<file path="config.mk">
export PLATFORM = sky130hd
export DESIGN_NAME = timer_arbiter
export DESIGN_NICKNAME = d
export VERILOG_FILES = /design/src/rtl/timer_arb_pkg.sv /design/src/rtl/timer_arbiter_tick_gen.sv /design/src/rtl/timer_arbiter.sv
export SDC_FILE = /design/constraint.sdc
export NUM_CORES = 1
export LEC_CHECK = 0
export CORE_ASPECT_RATIO = 2
export CORE_MARGIN = 10
export CORE_UTILIZATION = 33
export DETAILED_ROUTE_END_ITERATION = 12
export HOLD_SLACK_MARGIN = 0.02
export PLACE_DENSITY = 0.67
export SETUP_SLACK_MARGIN = 0.02
export SYNTH_ARGS = -nofsm -noshare
export SYNTH_HDL_FRONTEND = slang
export SYNTH_SLANG_ARGS = --single-unit
export TNS_END_PERCENT = 5
</file>
<file path="constraint.sdc">
create_clock -name clk -period 7.4 [get_ports clk]
set_clock_uncertainty 0.2 [all_clocks]
set_input_delay 1.48 -clock clk [delete_from_list [all_inputs] [get_ports clk]]
set_output_delay 1.48 -clock clk [all_outputs]
set_load 0.1 [all_outputs]
</file>
<file path="src/rtl/timer_arb_pkg.sv">
// Shared types and the round-robin pick function for the timer arbiter.
// Optional abort-on-request-drop is selected with TIMER_ARB_ABORT_EN in timer_arbiter.
package timer_arb_pkg;

  typedef enum logic [1:0] {
    ST_IDLE,
    ST_RUN,
    ST_DONE
  } state_e;

  localparam int MAX_REQ = 32;

  // The scan runs from the farthest offset down to the nearest, so the last hit is the nearest set req.
  function automatic int rr_pick(input logic [MAX_REQ-1:0] req, input int ptr, input int n);
    int idx;
    int win;
    win = 0;
    for (int i = MAX_REQ - 1; i >= 0; i--) begin
      if (i < n) begin
        idx = ptr + i;
        if (idx >= n) idx = idx - n;
        if (req[idx[4:0]]) win = idx;
      end
    end
    return win;
  endfunction

endpackage

</file>
<file path="src/rtl/timer_arbiter_tick_gen.sv">
// Prescaler producing one unit_tick every PRESCALE clk cycles; clear restarts the count at zero.
// When PRESCALE is 1, unit_tick is held high.
module tick_gen #(
  parameter int PRESCALE = 1
) (
  input  logic clk,
  input  logic reset,
  input  logic clear,
  output logic unit_tick
);

  generate
    if (PRESCALE == 1) begin : g_pass
      logic unused_ctl;
      assign unused_ctl = ^{clk, reset, clear};
      assign unit_tick  = 1'b1;
    end else begin : g_div
      localparam int PW = $clog2(PRESCALE);
      logic [PW-1:0] presc_q;

      always_ff @(posedge clk) begin
        if (reset || clear) begin
          presc_q <= '0;
        end else if (presc_q == PW'(PRESCALE - 1)) begin
          presc_q <= '0;
        end else begin
          presc_q <= presc_q + 1'b1;
        end
      end

      assign unit_tick = (presc_q == PW'(PRESCALE - 1));
    end
  endgenerate

endmodule

</file>
<file path="src/rtl/timer_arbiter.sv">
// Round-robin shared delay timer: one down-counter granted to one requester at a time.
// Define TIMER_ARB_ABORT_EN to let an owner cancel its wait by dropping req during RUN.
module timer_arbiter
  import timer_arb_pkg::*;
#(
  parameter int NUM_REQ  = 4,
  parameter int CNT_W    = 16,
  parameter int PRESCALE = 1
) (
  input  logic                     clk,
  input  logic                     reset,
  input  logic [NUM_REQ-1:0]       req,
  input  logic [NUM_REQ*CNT_W-1:0] delay,
  output logic [NUM_REQ-1:0]       grant,
  output logic [NUM_REQ-1:0]       done,
  output logic                     busy
);

  localparam int PTR_W = (NUM_REQ > 1) ? $clog2(NUM_REQ) : 1;

  state_e               state_q;
  logic [CNT_W-1:0]     cnt_q;
  logic [PTR_W-1:0]     rr_ptr_q;
  logic [PTR_W-1:0]     owner_q;
  logic [NUM_REQ-1:0]   grant_q;
  logic [NUM_REQ-1:0]   done_q;

  logic                 unit_tick;
  logic                 tick_clear;
  logic                 abort;
  logic [MAX_REQ-1:0]   req_ext;
  logic [PTR_W-1:0]     winner;
  logic [CNT_W-1:0]     win_delay;
  logic [PTR_W-1:0]     rr_ptr_d;

  // Prescaler only runs in RUN, so every grant starts with a fresh full unit.
  assign tick_clear = (state_q != ST_RUN);

  tick_gen #(
    .PRESCALE(PRESCALE)
  ) u_tick_gen (
    .clk      (clk),
    .reset    (reset),
    .clear    (tick_clear),
    .unit_tick(unit_tick)
  );

  assign req_ext = MAX_REQ'(req);

`ifdef TIMER_ARB_ABORT_EN
  assign abort = !req[owner_q];
`else
  assign abort = 1'b0;
`endif

  always_comb begin
    winner    = PTR_W'(rr_pick(req_ext, int'(rr_ptr_q), NUM_REQ));
    win_delay = delay[winner*CNT_W +: CNT_W];
    rr_ptr_d  = (owner_q == PTR_W'(NUM_REQ - 1)) ? '0 : owner_q + 1'b1;
  end

  always_ff @(posedge clk) begin
    if (reset) begin
      state_q  <= ST_IDLE;
      cnt_q    <= '0;
      rr_ptr_q <= '0;
      owner_q  <= '0;
      grant_q  <= '0;
      done_q   <= '0;
    end else begin
      done_q <= '0;
      case (state_q)
        ST_IDLE: begin
          if (|req) begin
            state_q <= ST_RUN;
            owner_q <= winner;
            grant_q <= NUM_REQ'(1) << winner;
            cnt_q   <= (win_delay == '0) ? CNT_W'(1) : win_delay;
          end
        end
        ST_RUN: begin
          if (abort) begin
            state_q  <= ST_IDLE;
            grant_q  <= '0;
            rr_ptr_q <= rr_ptr_d;
          end else if (unit_tick) begin
            if (cnt_q == CNT_W'(1)) begin
              state_q <= ST_DONE;
              done_q  <= grant_q;
            end else begin
              cnt_q <= cnt_q - 1'b1;
            end
          end
        end
        ST_DONE: begin
          state_q  <= ST_IDLE;
          grant_q  <= '0;
          rr_ptr_q <= rr_ptr_d;
        end
        default: state_q <= ST_IDLE;
      endcase
    end
  end

  assign grant = grant_q;
  assign done  = done_q;
  assign busy  = (state_q != ST_IDLE);

endmodule

</file>
==> metrics <==
Initial DRC Count 205; RR Startpoint rr_ptr_q[0]; First-pass DRT Iterations 4; Max-Cap Viols 0; Max VDD drop 0.0000944 V; layout cells sized above 1 5.05%; grt ovf 0; syn_area_per_cell 7.85 µm²; register area 601 µm²; CTS resizes 0; routability cong. 0.880; vias in the first global route 2763; Die Area 11400 µm²; fmax 216 MHz; Nets 453; IO Pins 79; die height 141 µm; Yosys top cell area share 24.7%; maximum clock insertion buffer count 2; Crit path arrival time 4640 ps; worst-margin pin slew 1210 ps; most area-hungry cell type in the Yosys netlist dfxtp_1; Internal Pwr Total 0.000472 W; Gate Count Post-Synth 310; dpl hpwl 6.33 mm; Synth cell types 54; Final period util 62.5%; Top FF cell, synth dfxtp_1; core outline area 7210 µm²; switching component of the power 0.000201 W; CTS tree built; CTS clk-pin slew, worst paths 50 ps; clk sinks 30; All-Layer GR Usage 14.0%; total CTS buffers 5; starting density of the core 33.7%; worst r2r dst cnt_q[0]; Area Growth Syn to Fin 40.9%; hold depth 2; Setup TNS Final 0 ps; Antenna Nets Post-Route 0; sequential share of power 29.2%; detailed-route wire length per cell 16.9 µm; RSZ-0062 raised after global routing false; Root Driver clkbuf_16; I/O Buffers 78; Mapped Area 2430 µm²; internal reg-to-reg setup slack 3480 ps; Max Slew Vio Count 0; Rows 44; Lkg Pwr 1.34 nW; total power 0.000674 W; Logic pwr share 29.9%; CTS H-Tree Depth 2; source of the worst hold timing path cnt_q[9]; CP Launch Type primary input; final hold vios 0; Rel. slew slack 18.8%; Via density 5.55; drc violations 0; Seq cells post-synth 30; pin count of the biggest net entering global routing 36; Crit path required time 7420 ps; fin crit period 4630 ps; largest cells by area after synthesis dfxtp_1 (25%), mux2i_1 (18%), nand2_1 (4.9%), ha_1 (4.1%), nor2_1 (4.0%); post-CTS setup repair buffer count 0; commonest cells after routing, fill and taps aside clkdlybuf4s50_1 (78), mux2i_1 (43), nand2_1 (32); Fillers 692; WS Path Type in -> reg; diode count 0; antenna violations before repair 0; die span in x 80.7 µm; worst skew pair latency 270 ps; Mapped Nets 388; sw frac 29.9%; Hold Buf Count CTS 0; Clock Power Share 40.9%; synth warn 0; final wirelength 7.93 mm; vias post-DR 2596; # setup viols final 0; Hold Crit Class reg -> reg; area of the multi-input gates 1700 µm²; Hold Path End cnt_q[9]; most common cell after layout, fill and taps aside clkdlybuf4s50_1; sequential area share after synthesis 24.7%; ys async rst share 0%; first-pass GRT wire length 13.1 mm; number of synthesized flops with an enable pin 0; CP endpoint kind register; power per cell area 197 nW/µm²; status complete, no violations; worst-path fanout max 35; R2R cell count 10
==> synthesized netlist by cell type (all sizes together) (2+ instances only) <==
cell type and n:
mux2i 43, nand2 32, dfxtp 30, nor2 26, nor3 16, o21ai 16
nor4 15, a21oi 14, clkbuf 14, a31oi 12, nand3 10, ha 8
buf 7, and2 6, inv 6, nand2b 5, mux2 4, a211oi 3
a221oi 3, a22oi 3, nand3b 3, nor2b 3, o22ai 3, or4 3
nor3b 2, or2 2
==> flip-flops by register name (all words and copies together) (netlist names) <==
register and cells:
cnt_q 16, state_q 2, grant 4, owner_q 2, done 4, rr_ptr_q 2
==> cell type report <==
class | instances | area share [%]
multi-input cells | 253 | 49.7
repair buffers | 79 | 23.0
flip-flops and latches | 30 | 17.5
clock buffers | 6 | 4.05
well taps | 92 | 3.36
clock inverters | 2 | 1.75
inverters | 6 | 0.657
==> power groups by stage <==
stage,logic [W],clock network [W],registers (W)
3_5_place_dp,0.000200,0,0.000199
6_report,0.000202,0.000275,0.000197
4_1_cts,0.000201,0.000276,0.000196
3_3_place_gp,0.000197,0,0.000198
2_1_floorplan,0.000123,0,0.000203
5_1_grt,0.000223,0.000283,0.000200
==> critical path, cell delays in order <==
cell	delay, ps
clkdlybuf4s50_1	550
mux2i_1	140
nor3_1	400
o311ai_1	200
a22oi_2	140
buf_4	460
a21oi_1	70
a21boi_1	150
a2111oi_0	800
a31o_1	240
==> cell families after synthesis <==
logic type	count (synthesis)	synth area share, %
flops	30	24.7
compound gates	68	18.2
buf+inv	27	5.35
simple gates	129	26.9
fa+ha+maj	8	4.12
mux	48	20.8
==> metrics by stage <==
stage               worst slack, ps  hold slack [ps]  util [%]  instance area [µm²]  std cells
floorplan                      3700              241         -                 2430        310
global placement               2610              256      44.8                 3230        460
finish                         2770              269      47.5                 3430        468
CTS                            2780              266      47.5                 3430        468
global route                   2530              308      47.5                 3430        468
detailed placement             2500              259      44.8                 3230        460
==> how the worst max path moves through the flow <==
stage	from	endpoint	depth (start not counted)
after floorplan	req[3]	cnt_q[14]	9
after global placement	req[3]	cnt_q[0]	10
after detailed placement	req[0]	cnt_q[0]	10
after CTS	req[0]	cnt_q[0]	10
after global routing	req[0]	cnt_q[0]	10
final	req[0]	cnt_q[0]	10
==> metal layers <==
| metal | wire length, µm | GRT usage (%) |
|---|---|---|
| met5 | 0 | 0 |
| met1 | 2790 | 12.9 |
| met3 | 444 | 3.92 |
| met4 | 184 | 6.32 |
| met2 | 4500 | 26.8 |
Note: power is estimated with default switching activity, not from simulation.
